## src/rtl/fetch_stage_if.sv

```systemverilog
// rtl/fetch_stage_if.sv - instruction-memory request/response bus for the fetch stage
interface fetch_stage_if;
  logic        ImemReq;
  logic [31:0] ImemAddr;
  logic        ImemReady;
  logic [31:0] ImemRData;

  modport master (
    output ImemReq,
    output ImemAddr,
    input  ImemReady,
    input  ImemRData
  );

  modport slave (
    input  ImemReq,
    input  ImemAddr,
    output ImemReady,
    output ImemRData
  );
endinterface

```

## src/rtl/fetch_stage.sv

```systemverilog
// rtl/fetch_stage.sv - MIPS IF stage: PC, multi-cycle imem handshake, one-entry skid, IF/ID register
module fetch_stage #(
  parameter logic [31:0] RESET_PC = 32'h0040_0000
) (
  input  logic          clk,
  input  logic          rst_n,
  input  logic          StallF,
  input  logic          StallD,
  input  logic          PCSrcD,
  input  logic [31:0]   PCBranchD,
  fetch_stage_if.master imem,
  output logic [31:0]   PCF,
  output logic [31:0]   InstrD,
  output logic [31:0]   PCPlus4D,
  output logic          ValidD
);

  typedef enum logic [1:0] {IDLE, FETCH, HOLD, DISCARD} state_t;

  state_t      state;
  logic        req_q;
  logic [31:0] pcf_q;
  logic [31:0] skid_instr;
  logic [31:0] skid_pc4;
  logic [31:0] saved_tgt;

  logic        stall;
  logic        redirect;
  logic        accept;
  logic [31:0] target;
  logic [31:0] pc_next4;

  assign stall    = StallF | StallD;
  assign redirect = PCSrcD & ~stall;
  assign accept   = req_q & imem.ImemReady;
  assign target   = {PCBranchD[31:2], 2'b00};
  assign pc_next4 = pcf_q + 32'd4;

  assign imem.ImemReq  = req_q;
  assign imem.ImemAddr = pcf_q;
  assign PCF           = pcf_q;

  always_ff @(posedge clk) begin
    if (!rst_n) begin
      state      <= IDLE;
      req_q      <= 1'b0;
      pcf_q      <= RESET_PC;
      InstrD     <= 32'd0;
      PCPlus4D   <= 32'd0;
      ValidD     <= 1'b0;
      skid_instr <= 32'd0;
      skid_pc4   <= 32'd0;
      saved_tgt  <= 32'd0;
    end else begin
      // Bubble by default whenever IF/ID is free to move; specific cases below load a real word.
      if (!stall) begin
        InstrD   <= 32'd0;
        PCPlus4D <= 32'd0;
        ValidD   <= 1'b0;
      end
      case (state)
        IDLE: begin
          state <= FETCH;
          req_q <= 1'b1;
        end
        FETCH: begin
          if (accept) begin
            if (redirect) begin
              pcf_q <= target;
            end else if (stall) begin
              skid_instr <= imem.ImemRData;
              skid_pc4   <= pc_next4;
              pcf_q      <= pc_next4;
              state      <= HOLD;
              req_q      <= 1'b0;
            end else begin
              InstrD   <= imem.ImemRData;
              PCPlus4D <= pc_next4;
              ValidD   <= 1'b1;
              pcf_q    <= pc_next4;
            end
          end else if (redirect) begin
            // The in-flight request must still complete at the held address before retargeting.
            saved_tgt <= target;
            state     <= DISCARD;
          end
        end
        HOLD: begin
          if (redirect) begin
            pcf_q <= target;
            state <= FETCH;
            req_q <= 1'b1;
          end else if (!stall) begin
            InstrD   <= skid_instr;
            PCPlus4D <= skid_pc4;
            ValidD   <= 1'b1;
            state    <= FETCH;
            req_q    <= 1'b1;
          end
        end
        DISCARD: begin
          if (accept) begin
            pcf_q <= redirect ? target : saved_tgt;
            state <= FETCH;
          end else if (redirect) begin
            saved_tgt <= target;
          end
        end
        default: begin
          state <= IDLE;
          req_q <= 1'b0;
        end
      endcase
    end
  end

endmodule

```

## src/flat_wrapper.sv

```systemverilog
// flat-port wrapper written by rule: the top's interface ports become plain ports
module fetch_stage_flat 
#(
  parameter logic [31:0] RESET_PC = 32'h0040_0000
)
  (clk, rst_n, StallF, StallD, PCSrcD, PCBranchD, PCF, InstrD, PCPlus4D, ValidD, imem_ImemReq, imem_ImemAddr, imem_ImemReady, imem_ImemRData);
  fetch_stage_if imem_i ();
  input  logic clk;
  input  logic rst_n;
  input  logic StallF;
  input  logic StallD;
  input  logic PCSrcD;
  input  logic [31:0] PCBranchD;
  output logic [31:0] PCF;
  output logic [31:0] InstrD;
  output logic [31:0] PCPlus4D;
  output logic ValidD;
  output wire logic [$bits(imem_i.ImemReq)-1:0] imem_ImemReq;
  output wire logic [$bits(imem_i.ImemAddr)-1:0] imem_ImemAddr;
  input wire logic [$bits(imem_i.ImemReady)-1:0] imem_ImemReady;
  input wire logic [$bits(imem_i.ImemRData)-1:0] imem_ImemRData;
  assign imem_ImemReq = imem_i.ImemReq;
  assign imem_ImemAddr = imem_i.ImemAddr;
  assign imem_i.ImemReady = imem_ImemReady;
  assign imem_i.ImemRData = imem_ImemRData;
  fetch_stage #(.RESET_PC(RESET_PC)) u_core (.clk(clk), .rst_n(rst_n), .StallF(StallF), .StallD(StallD), .PCSrcD(PCSrcD), .PCBranchD(PCBranchD), .imem(imem_i), .PCF(PCF), .InstrD(InstrD), .PCPlus4D(PCPlus4D), .ValidD(ValidD));
endmodule
```

## config.mk

```make
export PLATFORM = sky130hd
export DESIGN_NAME = fetch_stage_flat
export DESIGN_NICKNAME = d
export VERILOG_FILES = /design/src/rtl/fetch_stage_if.sv /design/src/rtl/fetch_stage.sv /design/src/flat_wrapper.sv
export SDC_FILE = /design/constraint.sdc
export NUM_CORES = 1
export LEC_CHECK = 0
export ABC_CLOCK_PERIOD_IN_PS = 2700
export BUFFER_PORTS_ARGS = -buffer_cell sky130_fd_sc_hd__buf_2
export CAP_MARGIN = 20
export CORE_ASPECT_RATIO = 1.5
export CORE_MARGIN = 2
export CORE_UTILIZATION = 40
export CTS_CLUSTER_SIZE = 16
export DETAILED_ROUTE_END_ITERATION = 8
export GPL_TIMING_DRIVEN = 0
export PLACE_DENSITY = 0.69
export RECOVER_POWER = 25
export SKIP_LAST_GASP = 1
export SLEW_MARGIN = 15
export SYNTH_ARGS = -nofsm -noshare
export SYNTH_HDL_FRONTEND = slang
export SYNTH_SLANG_ARGS = --single-unit
```

## constraint.sdc

```tcl
create_clock -name clk -period 2.7 [get_ports clk]
set_input_delay 0.54 -clock clk [delete_from_list [all_inputs] [get_ports clk]]
set_output_delay 0.54 -clock clk [all_outputs]
set_load 0.03 [all_outputs]
```

* Yosys cells after proc, flatten, opt, wreduce, memory -nomap -nowiden
Cells that the tools add are included.
Word-level totals: bits in registers 196, input port bits 70, output and inout port bits 130, word-level logic and storage cells 76
Operators by class: add/subtract/negate cells 1, eq/ne operators 12, mux-type cells 39, bitwise logic cells 6, reductions and logical operators 9
Operator list (count):
- 2-to-1 mux 32 bit | 17
- case mux 32 bit (2 select lines) | 2
- case mux 32 bit (3 select lines) | 1
- adder 32 x 3 -> 32 bit (second input constant) | 1
- 2-to-1 mux 2 bit | 7
- AND reduction 5 bit | 2
- 2-to-1 mux 1 bit | 9
- inequality test 2 x 1 -> 1 bit (second input constant) | 4
- case mux 2 bit (4 select lines) | 1
- AND reduction 4 bit | 2
- inequality test 3 x 1 -> 1 bit (second input constant) | 2
- inequality test 3 bit (second input constant) | 2
- nonzero test 3 bit | 2
- == test 2 bit (second input constant) | 2
- inverter 1 bit | 3
- case mux 1 bit (3 select lines) | 1
- bitwise AND 1 bit | 2
- == test 2 x 1 -> 1 bit (second input constant) | 1
- logical NOT 2 bit | 1
- inequality test 2 bit (second input constant) | 1
- case mux 1 bit (2 select lines) | 1
- AND reduction 2 bit | 1
- OR reduction 2 bit | 1
- OR 1 bit | 1

* Longest topological paths before layout
depth after elaboration 6, depth in mapped cells 10, depth with buffers taken out 7

* Least setup slack after synthesis
OpenSTA, ideal clock, no wires.
kind in2reg, start point input port StallD, end point register u_core.pcf_q[19], in the netlist u_core.PCF[19], setup time 0.074 ns, arrival 2.187 ns, data required time 2.626 ns, path slack 0.439 ns, stages 7, path buffers 2, cell sequence or3b_1 -> buf_6 -> a211o_1 -> buf_6 -> or4_1 -> mux2_2 -> o211ai_2
On the way: longest elaborated chain between the ends 6, elaborated cells between the ends (all ways) 10, those cells by class eq/ne: 1; mux: 5; bitwise: 3; reduce/logical: 1
Ends and longest elaborated chain:
- start: declaration | RTL line flat_wrapper.sv:11 | input logic StallD;
- OR 1 bit * | RTL line fetch_stage.sv:33 | assign stall = StallF | StallD;
- inverter 1 bit * | RTL line fetch_stage.sv:34 | assign redirect = PCSrcD & ~stall;
- bitwise AND 1 bit * | RTL line fetch_stage.sv:34
- 2-to-1 mux 32 bit, on equally long branches | RTL line fetch_stage.sv:103, fetch_stage.sv:68
- 2-to-1 mux 32 bit, on equally long branches | RTL line fetch_stage.sv:102, fetch_stage.sv:67
- case mux 32 bit (3 select lines) | RTL line fetch_stage.sv:61 | case (state)
- end signal: assignment | RTL line fetch_stage.sv:69 | pcf_q <= target;
- end signal: assignment | RTL line fetch_stage.sv:73 | pcf_q <= pc_next4;
- end signal: assignment | RTL line fetch_stage.sv:103 | pcf_q <= redirect ? target : saved_tgt;
- end: declaration | RTL line fetch_stage.sv:22 | logic [31:0] pcf_q;
Mark *: on every way between the ends. The rest lies on a longest branch, timed or not. The select of a mux whose other input is x is not followed. A chain may end at the register's enable or synchronous reset.

* Final worst setup path
start point register u_core.state[0], end point register u_core.pcf_q[15], in the netlist u_core.PCF[15]
On the way: longest elaborated chain between the ends 3, elaborated cells between the ends (all ways) 9, those cells by class eq/ne: 6; mux: 1; reduce/logical: 2
Ends and longest elaborated chain:
- start: declaration | RTL line fetch_stage.sv:20 | state_t state;
- start signal: assignment | RTL line fetch_stage.sv:45 | state <= IDLE;
- start signal: assignment | RTL line fetch_stage.sv:63 | state <= FETCH;
- start signal: assignment | RTL line fetch_stage.sv:74 | state <= HOLD;
- == test 2 bit or == test 2 x 1 -> 1 bit (tied branches) | RTL line fetch_stage.sv:61
- inequality test 2 x 1 -> 1 bit (no source line) or nonzero test 3 bit (tied branches)
- AND reduction 4 bit (no source line)
- end signal: assignment | RTL line fetch_stage.sv:69
- end signal: assignment | RTL line fetch_stage.sv:73
- end signal: assignment | RTL line fetch_stage.sv:80 | pcf_q <= pc_next4;
Parallel ways exist; a longest one is shown, timed or not.

==> load_flow_metrics.sql <==
INSERT INTO impl_metrics (metric_group, metric, value, unit) VALUES
('critical_path', 'critical_path_class', 'reg2reg', ''),
('place', 'finalWeightedCongestion', '0.988', ''),
('floorplanning', 'initial_core_util', '40.8', '%'),
('critical_path', 'crit_path_max_incr_delay', '0.38', 'ns'),
('yosys', 'ys_ff_latch', '196', ''),
('yosys', 'synthDominantAreaCellType', 'dfxtp_1', ''),
('drt', 'detail_route.drc_violations', '0', ''),
('clocking', 'ctsRootBufferMaster', 'clkbuf_16', ''),
('clocking', 'htree_num_levels', '4', ''),
('floorplanning', 'floorplan.die.width', '127', 'um'),
('global_route', 'global_route_wire_length_before_repair', '51500', 'um'),
('clocking', 'cts.clk_slew.worst_paths', '0.08', 'ns'),
('yosys', 'synth-warning-count', '0', ''),
('clocking', 'clk_sink_count', '196', ''),
('sta', 'post_route_skew', '0.0118', 'ns'),
('sta', 'worst_case_hold_slack', '0.323', 'ns'),
('sta', 'minimum_period_implied_by_the_final_worst_setup_slack', '2.64', 'ns'),
('global_route', 'grt_antenna_before_repair', '0', ''),
('yosys', 'netlist-cell-type-count', '59', ''),
('floorplanning', 'die_height', '189', 'um'),
('status', 'outcome', 'complete, no violations', ''),
('clocking', 'clock_tree_from_tritoncts', 'built', ''),
('sta', 'final_max_slew_viol_count', '0', ''),
('yosys', 'synth.net_count', '1188', ''),
('global_route', 'grt_util_all_layers', '27.6', '%'),
('sta', 'pin_slew_with_the_least_headroom_to_its_limit', '0.826', 'ns'),
('clocking', 'cts_post_setup_buffers_inserted', '0', ''),
('yosys', 'post_synth_instance_area', '0.00914', 'mm^2'),
('drt', 'ant_nets', '0', ''),
('sta', 'rsz0062_at_grt', 'yes', ''),
('yosys', 'synthArstFlopShare', '0', '%'),
('floorplanning', 'num_rows', '67', ''),
('critical_path', 'cpLargestDelayFamily', 'buffers and inverters', ''),
('finish', 'layout_commonest_cell', 'dfxtp_1', ''),
('critical_path', 'worst-endpoint-required', '3.03', 'ns'),
('critical_path', 'crit_top_cell', 'inv_1', ''),
('critical_path', 'critPathCaptureType', 'register', ''),
('global_route', 'vias_in_the_first_global_route', '8978', ''),
('critical_path', 'cp_cell_sequence', 'inv_1 > ha_1 > buf_2 > inv_1 > nand2_1 > clkbuf_1 > a222oi_1 > a2bb2oi_1 > nor2_1', ''),
('sta', 'setup_viol_count_final', '0', ''),
('sta', 'final-hold-violation-count', '0', ''),
('global_route', 'grt_max_degree', '18', ''),
('pwr', 'vdd_ir_drop_max', '534', 'uV'),
('critical_path', 'arrival', '2.98', 'ns'),
('place', 'io_buffer_count', '197', ''),
('floorplanning', 'core', '0.0224', 'mm^2'),
('yosys', 'avgSynthCellArea', '8.21', 'um^2'),
('yosys', 'synth_area_leaders', 'dfxtp_1 (43%), nand2_1 (6.9%), a21oi_1 (6.2%)', ''),
('sta', 'min_period_over_period', '97.9', '%'),
('clocking', 'clock_path_buffers', '2', ''),
('yosys', 'syn_inst', '1113', ''),
('flow_run', 'max_cap_violations', '0', ''),
('finish', 'antenna_cells', '0', ''),
('drt', 'wirelength', '33900', 'um'),
('drt', 'wire_per_inst', '21.0', 'um'),
('pwr', 'power_leakage', '4.13', 'nW'),
('global_route', 'grt_overflow', '0', ''),
('finish', 'design.final.nets', '1403', ''),
('drt', 'detail_route.vias_per_cell', '5.95', ''),
('critical_path', 'worst_setup_path_start_kind', 'register', ''),
('clocking', 'tritoncts.num_buffers', '17', ''),
('yosys', 'dominantRegCellSynth', 'dfxtp_1', ''),
('drt', 'route.vias.total', '9622', ''),
('worst_hold_path', 'timing.hold.worst.class', 'in2reg', ''),
('critical_path', 'critical_path.n_buffers_inverters', '4', ''),
('finish', 'layout.core_utilization', '49.6', '%'),
('finish', 'syn_to_final_growth', '21.5', '%'),
('clocking', 'cts_hold_repair.buffers', '0', ''),
('yosys', 'synth_enable_flop_cells', '0', ''),
('sta', 'relSlewSlack', '44.9', '%'),
('place', 'detailed_place_hpwl', '25200', 'um');
path summary, 6_finish.rpt:
kind,from,end,slack [ns],depth (start not counted)
setup / recovery,u_core.state[0]$_SDFFE_PN0P_,u_core.PCF[15]$_SDFFE_PN0P_,0.06,9
setup reg to reg,u_core.state[0]$_SDFFE_PN0P_,u_core.PCF[15]$_SDFFE_PN0P_,0.06,9
hold reg to reg,u_core.skid_instr[24]$_SDFFE_PN0P_,u_core.skid_instr[24]$_SDFFE_PN0P_,0.45,2
hold / removal,imem_ImemRData[14],u_core.skid_instr[14]$_SDFFE_PN0P_,0.32,3
worst register-to-register path: cells and delay by family (launching register included):
kind | cells | cell delay, ns
fa+ha+maj | 1 | 0.20
compound gates | 2 | 0.58
flops | 1 | 0.38
buf+inv | 4 | 0.99
simple gates | 2 | 0.36
routing by layer:
| metal | vias to the layer above | GRT usage [%] | routed length [um] |
|---|---|---|---|
| li1 | 4506 | - | - |
| met1 | 4599 | 31.5 | 13100 |
| met2 | 420 | 47.9 | 16800 |
| met3 | 97 | 4.97 | 2180 |
| met4 | 0 | 15.8 | 1860 |
| met5 | - | 0 | 0 |
registers in the layout, indices dropped and copies added, names as in the netlist:
name and count:
u_core.InstrD 32, u_core.PCF 32, u_core.PCPlus4D 32, u_core.ValidD 1, u_core.imem.ImemReq 1, u_core.saved_tgt 32
u_core.skid_instr 32, u_core.skid_pc4 32, u_core.state 2
logic make-up (layout without fill, tap and decap cells):
group           Yosys count  in the layout  share of synthesized area, %
compound gates          372            372                          28.0
xor+xnor                 22             22                          2.11
fa+ha+maj                 5              5                         0.685
buf+inv                 141            368                          7.42
flops                   196            196                          42.9
mux                       5              5                         0.561
simple gates            372            372                          18.3
area by class of cell:
cell class | count | area [um^2]
Fill cell | 2235 | 11300
Multi-Input combinational cell | 776 | 4640
Sequential cell | 196 | 3920
Timing Repair Buffer | 197 | 886
Buffer | 130 | 663
Clock buffer | 18 | 439
Tap cell | 276 | 345
Clock inverter | 13 | 173
Inverter | 10 | 37.5
through the flow:
| step | power, mW | area [um^2] | worst slack, ns | instances |
|---|---|---|---|---|
| 6_report | 9.79 | 11100 | 0.0554 | 1616 |
| 5_1_grt | 10.2 | 11100 | -0.112 | 1616 |
| 4_1_cts | 9.72 | 11100 | 0.0193 | 1617 |
| 3_5_place_dp | 7.02 | 10500 | -0.283 | 1586 |
| 3_3_place_gp | 6.98 | 10500 | -0.268 | 1586 |
| 2_1_floorplan | 5.78 | 9140 | 0.439 | 1113 |
timing repair:
| action | 4_1_cts | 5_1_grt |
|---|---|---|
| cloned | 0 | 0 |
| gates resized for setup | 8 | 49 |
| endpoints found under the setup margin | 70 | 129 |
where the power goes:
group	switching (mW)	total (mW)	leakage, nW	internal (mW)
Combinational	2.50	3.59	2.25	1.09
Clock	1.22	2.72	0.292	1.50
Sequential	0.340	3.49	1.59	3.15
synthesized netlist by cell type (all sizes together), types with 2 or more instances:
library cell  count
a32oi             4
xor2              8
a21oi           113
mux2i             4
and2              8
a211oi           16
nor4             13
and3             12
nand2           167
or3               2
o31a              8
o211ai            6
and4              6
or2               2
a22o             36
a221oi           14
nor3             23
inv              10
ha                5
o31ai             3
a32o              3
a222oi           39
nor2             94
a2bb2oi           3
a22oi            26
buf              42
o21a              3
o21ai            66
o2bb2ai           5
xnor2            14
a21o              3
o221ai            2
clkbuf           89
nand3            20
a31oi             5
nand4            17
o22ai             5
o211a             5
dfxtp           196
a211o             2
or4               3
Power figures use the tool's default switching activity.
